<file path="src/rtl/fetch_queue.sv">
// fetch_queue: in-order instruction prefetch queue with start gate and redirect flush.
module fetch_queue #(
  parameter int XLEN = 32,
  parameter int DEPTH = 4,
  parameter logic [XLEN-1:0] RESET_PC = '0,
  localparam int CW = $clog2(DEPTH + 1)
) (
  input  logic            clk,
  input  logic            reset,
  input  logic            trigger,
  input  logic            redirect_valid,
  input  logic [XLEN-1:0] redirect_pc,
  output logic            imem_req_valid,
  output logic [XLEN-1:0] imem_req_addr,
  input  logic            imem_req_ready,
  input  logic            imem_rsp_valid,
  input  logic [31:0]     imem_rsp_data,
  output logic            instr_valid,
  output logic [31:0]     instr,
  output logic [XLEN-1:0] instr_pc,
  output logic [XLEN-1:0] instr_pc_plus4,
  input  logic            instr_ready,
  output logic [CW-1:0]   count,
  output logic            running
);
  localparam int AW = $clog2(DEPTH);
  logic [XLEN-1:0] pc;
  logic [AW:0] head, tail, fill_ptr;
  logic [CW-1:0] alloc, inflight, drop;
  logic [CW:0] outstanding;
  logic [XLEN-1:0] slot_pc [DEPTH];
  logic [31:0] slot_data [DEPTH];
  logic [DEPTH-1:0] slot_filled;
  logic fire_req, rsp_drop, rsp_fill, deq;
  assign alloc = CW'(tail - head);
  assign outstanding = {1'b0, alloc} + {1'b0, drop};
  // responses return in order, so the oldest unfilled slot sits inflight entries behind tail
  assign fill_ptr = tail - (AW + 1)'(inflight);
  assign imem_req_valid = running & ~redirect_valid & (outstanding < (CW + 1)'(DEPTH));
  assign imem_req_addr = pc;
  assign fire_req = imem_req_valid & imem_req_ready;
  assign rsp_drop = imem_rsp_valid & (drop != '0);
  assign rsp_fill = imem_rsp_valid & (drop == '0) & (inflight != '0);
  assign instr_valid = (alloc != '0) & slot_filled[head[AW-1:0]];
  assign instr = slot_data[head[AW-1:0]];
  assign instr_pc = slot_pc[head[AW-1:0]];
  assign instr_pc_plus4 = instr_pc + XLEN'(4);
  assign deq = instr_valid & instr_ready & ~redirect_valid;
  assign count = alloc;
  always_ff @(posedge clk or negedge reset) begin
    if (!reset) begin
      pc <= RESET_PC;
      head <= '0;
      tail <= '0;
      inflight <= '0;
      drop <= '0;
      running <= 1'b0;
      slot_filled <= '0;
      for (int i = 0; i < DEPTH; i++) begin
        slot_pc[i] <= '0;
        slot_data[i] <= '0;
      end
    end else begin
      if (trigger) running <= 1'b1;
      if (redirect_valid) begin
        pc <= redirect_pc;
        head <= tail;
        inflight <= '0;
        // a same-cycle response is the oldest of the old stream
        drop <= drop + inflight - CW'(imem_rsp_valid && (drop != '0 || inflight != '0));
      end else begin
        if (fire_req) begin
          pc <= pc + XLEN'(4);
          tail <= tail + 1'b1;
          slot_pc[tail[AW-1:0]] <= pc;
          slot_filled[tail[AW-1:0]] <= 1'b0;
        end
        if (deq) head <= head + 1'b1;
        if (rsp_drop) drop <= drop - 1'b1;
        inflight <= inflight + CW'(fire_req) - CW'(rsp_fill);
        if (rsp_fill) begin
          slot_data[fill_ptr[AW-1:0]] <= imem_rsp_data;
          slot_filled[fill_ptr[AW-1:0]] <= 1'b1;
        end
      end
    end
  end
endmodule

</file>
<file path="config.mk">
export PLATFORM = sky130hd
export DESIGN_NAME = fetch_queue
export DESIGN_NICKNAME = d
export VERILOG_FILES = /design/src/rtl/fetch_queue.sv
export SDC_FILE = /design/constraint.sdc
export NUM_CORES = 1
export LEC_CHECK = 0
export CAP_MARGIN = 0
export CORE_UTILIZATION = 26
export DETAILED_ROUTE_END_ITERATION = 8
export PLACE_DENSITY_LB_ADDON = 0.3
export SLEW_MARGIN = 20
export SYNTH_ARGS = -nofsm -noshare
export SYNTH_HDL_FRONTEND = slang
export SYNTH_SLANG_ARGS = --single-unit
</file>
<file path="constraint.sdc">
create_clock -name clk -period 6.9 [get_ports clk]
set_clock_uncertainty 0.2 [all_clocks]
set_input_delay 1.38 -clock clk [delete_from_list [all_inputs] [get_ports clk]]
set_output_delay 1.38 -clock clk [all_outputs]
set_load 0.005 [all_outputs]
</file>
==> impl_metrics.tcl <==
set metrics [dict create \
    routed_wl_mm 38.67 \
    grt_max_degree 122 \
    dp_hpwl_mm 24.72 \
    postCtsSetupBuffers 0 \
    slew-limit-headroom 0.2857 \
    arrival_ns 4.20 \
    dieArea_um2 56550 \
    grt_pass1_wl_mm 60.73 \
    synthFlopType "dfrtp_1" \
    cp_cell_sequence "inv_1 -> fa_1 -> xor2_1 -> xnor2_1 -> ha_1 -> or4b_1 -> a311oi_2 -> clkdlybuf4s50_1" \
    cts_resized 0 \
    ctsHoldBuffers 0 \
    netlist_instances 1050 \
    avgSynthCellArea_um2 13.77 \
    crit_path_max_fanout 41 \
    tritoncts "done" \
    fin_crit_sh 0.8376 \
    clockBufferDepth 3 \
    hold_viol 0 \
    drv_cap 0 \
    hold_start "slot_filled[2]$_DFFE_PN0N_" \
    synth_cell_types 49 \
    htree_levels 2 \
    internal_power_mw 5.229 \
    rsz0062_at_grt "no" \
    vias_per_cell 4.697 \
    clkLatencyLatePin_ns 0.56 \
    pre_cts_slack_ns 1.655 \
    wire_per_inst_um 19.24 \
    coreArea_um2 54990 \
    synthArstFlopShare 1.000 \
    routed-wl-met2_mm 17.99 \
    p_seq_frac 0.373 \
    yosysTopAreaCellShare 0.5280 \
    synth-simple-area-share 0.06335 \
    die_w_um 237.8 \
    wl_met1_mm 16.55 \
    synth_top_area_cell "dfrtp_1" \
    dr.pass1.iters 4 \
    root_buffer "clkbuf_16" \
    r2r-start "head[1]$_DFFE_PN0P_" \
    place_congestion 0.7497 \
    worstSetupStartpointType "flip-flop" \
    antenna_found_initial 4 \
    top_layer "met5" \
    synthXorXnorAreaFrac 0.02726 \
    tns_ns 0 \
    synth_area_um2 14460 \
    vias 9441 \
    ant_nets 0 \
    p_per_area_nw_per_um2 412.7 \
    grt_overflow 0 \
    finalNonFillerCells 2010 \
    worstMarginPinSlew_ns 1.068 \
    start_util 0.2629 \
    synth_seq_cells 305 \
    p_clk_frac 0.256 \
    num_antenna_cells 0 \
    fmax_ghz 0.1730 \
    synth_warnings 0 \
    max_stage_delay_ns 0.92 \
    crit_type "flip-flop to output port" \
    nets 1330 \
    end_kind "output port" \
    crit_slowest_cell "dfrtp_4" \
    rows 86 \
    outcome "finished clean" \
    fin_crit_ns 5.779 \
    dieHeight_um 237.8 \
    netSwitchingFraction 0.3145 \
    synth_compound_gate_area_share 0.03800 \
    drv_slew 0 \
    synth_mux_area_frac 0.2966 \
    hold_class "flip-flop to flip-flop" \
    ys_seq_area_frac 0.5280 \
    placed_cell_area_um2 17250 \
    yosys-top-cells-count "305 x dfrtp_1, 249 x mux2_2, 70 x nand2_1, 65 x mux4_2, 41 x o21ai_0" \
    ir_drop_mv 0.1631 \
    r2r_slack_ns 1.66 \
    clk_pin_slew_ns 0.06 \
    grt_usage 0.1398 \
    p_switching_mw 2.399 \
    crit_family "flip-flops" \
    synth_edf_count 0 \
    worstPathBufferInverterCount 2 \
    yosysMostFrequentCell "dfrtp_1" \
    route.met3.wl_mm 3.318 \
    drtIter0Drc 463 \
    comb_power_share 0.370 \
    synthToLayoutAreaGrowth_pct 27.85 \
    yosys-top-cells-area "dfrtp_1 53%, mux2_2 19%, mux4_2 10%, nand2_1 1.8%, xnor2_1 1.8%" \
    first_global_vias 10031 \
    place.port_buffers 204 \
    fillers 5441 \
    drive_gt1_frac 0.3154 \
    fin_ws_ns 1.121 \
    post-place-cells 1946 \
    fin_area_um2 18480 \
    p_leak_nw 8.249 \
    synthAdderAreaFrac 0.01973 \
    setup_viol_count_final 0 \
    drc_errors 0 \
    crit_path_start "head[1]$_DFFE_PN0P_" \
    io-pin-count 205 \
    cts.sinks 305 \
    syn_nets 1142 \
    cts_buffers 38 \
    synth_top_family_by_area "multiplexers" \
    required_ns 5.32 \
]
-- layout by cell type, fill, tap and decap left out, types with 12 or more instances in the layout --
master and count:
a21oi_1 12, clkbuf_16 38, clkdlybuf4s50_1 202, dfrtp_1 303, ha_1 18, inv_1 23
mux2_2 249, mux4_2 65, nand2_1 68, nand3_1 24, nor2_1 31, o21ai_0 41
xnor2_1 30, xor2_1 15
-- worst reg2reg max path, cell delays in order, from the launching register on --
cell	delay, ns
dfrtp_4	0.92
inv_1	0.15
fa_1	0.46
xor2_1	0.17
xnor2_1	0.27
ha_1	0.28
or4b_1	0.48
a311oi_2	0.29
and2_4	0.43
inv_4	0.25
ha_1	0.34
inv_1	0.06
ha_1	0.13
inv_1	0.05
fa_1	0.37
xnor2_1	0.18
nor2_1	0.07
-- cell type report --
type | instances | area, um2 | area share
multi-input combinational | 655 | 6472 | 0.3502
sequential | 305 | 7640 | 0.4134
inverter | 24 | 92.59 | 0.005009
timing repair buffer | 214 | 2130 | 0.1152
clock inverter | 11 | 155.1 | 0.008394
tap | 748 | 935.9 | 0.05064
clock buffer | 53 | 1057 | 0.05720
-- routing by layer --
metal | GRT usage | vias up
met5 | 0 | -
met4 | 0.04282 | 8
met3 | 0.04785 | 60
met2 | 0.2232 | 273
met1 | 0.1775 | 4888
li1 | - | 4212
-- power by group through the flow --
stage | Sequential [mW] | Combinational, mW | Clock, mW
after floorplan | 2.62 | 1.72 | 0
after global placement | 2.85 | 2.82 | 0
after detailed placement | 2.88 | 2.86 | 0
after CTS | 2.85 | 2.87 | 2.03
after global routing | 2.94 | 3.10 | 2.10
final | 2.85 | 2.83 | 1.95
-- sequential cells by signal (all words and copies together) (netlist names) --
| signal | flops |
|---|---|
| imem_req_addr | 32 |
| drop | 3 |
| inflight | 3 |
| slot_data | 128 |
| slot_pc | 128 |
| tail | 3 |
| running | 1 |
| slot_filled | 4 |
| head | 3 |
-- cells by family (layout without fill, tap and decap cells) --
kind of cell,count (synthesis),in the layout
mux,316,316
compound gates,86,86
fa+ha+maj,21,21
flops,305,305
xor+xnor,45,45
buf+inv,90,302
simple gates,187,187
-- stage by stage --
step | hold slack [ns] | util | total power, mW
after global routing | 0.3037 | 0.3361 | 8.136
final | 0.2757 | 0.3361 | 7.628
after detailed placement | 0.2633 | 0.3137 | 5.741
after global placement | 0.2540 | 0.3136 | 5.669
after CTS | 0.2755 | 0.3358 | 7.760
after floorplan | 0.2416 | - | 4.340
-- path summary, 6_finish.rpt --
path	cells past startpoint	end
setup / recovery	8	imem_req_valid
min in group asynchronous	1	slot_data[74]$_DFFE_PN0P_
hold reg to reg	2	slot_filled[2]$_DFFE_PN0N_
max in group asynchronous	2	slot_pc[118]$_DFFE_PN0P_
hold / removal	2	slot_filled[2]$_DFFE_PN0N_
setup reg to reg	16	inflight[2]$_DFF_PN0_
No activity file was read; power rests on OpenSTA's default activity.
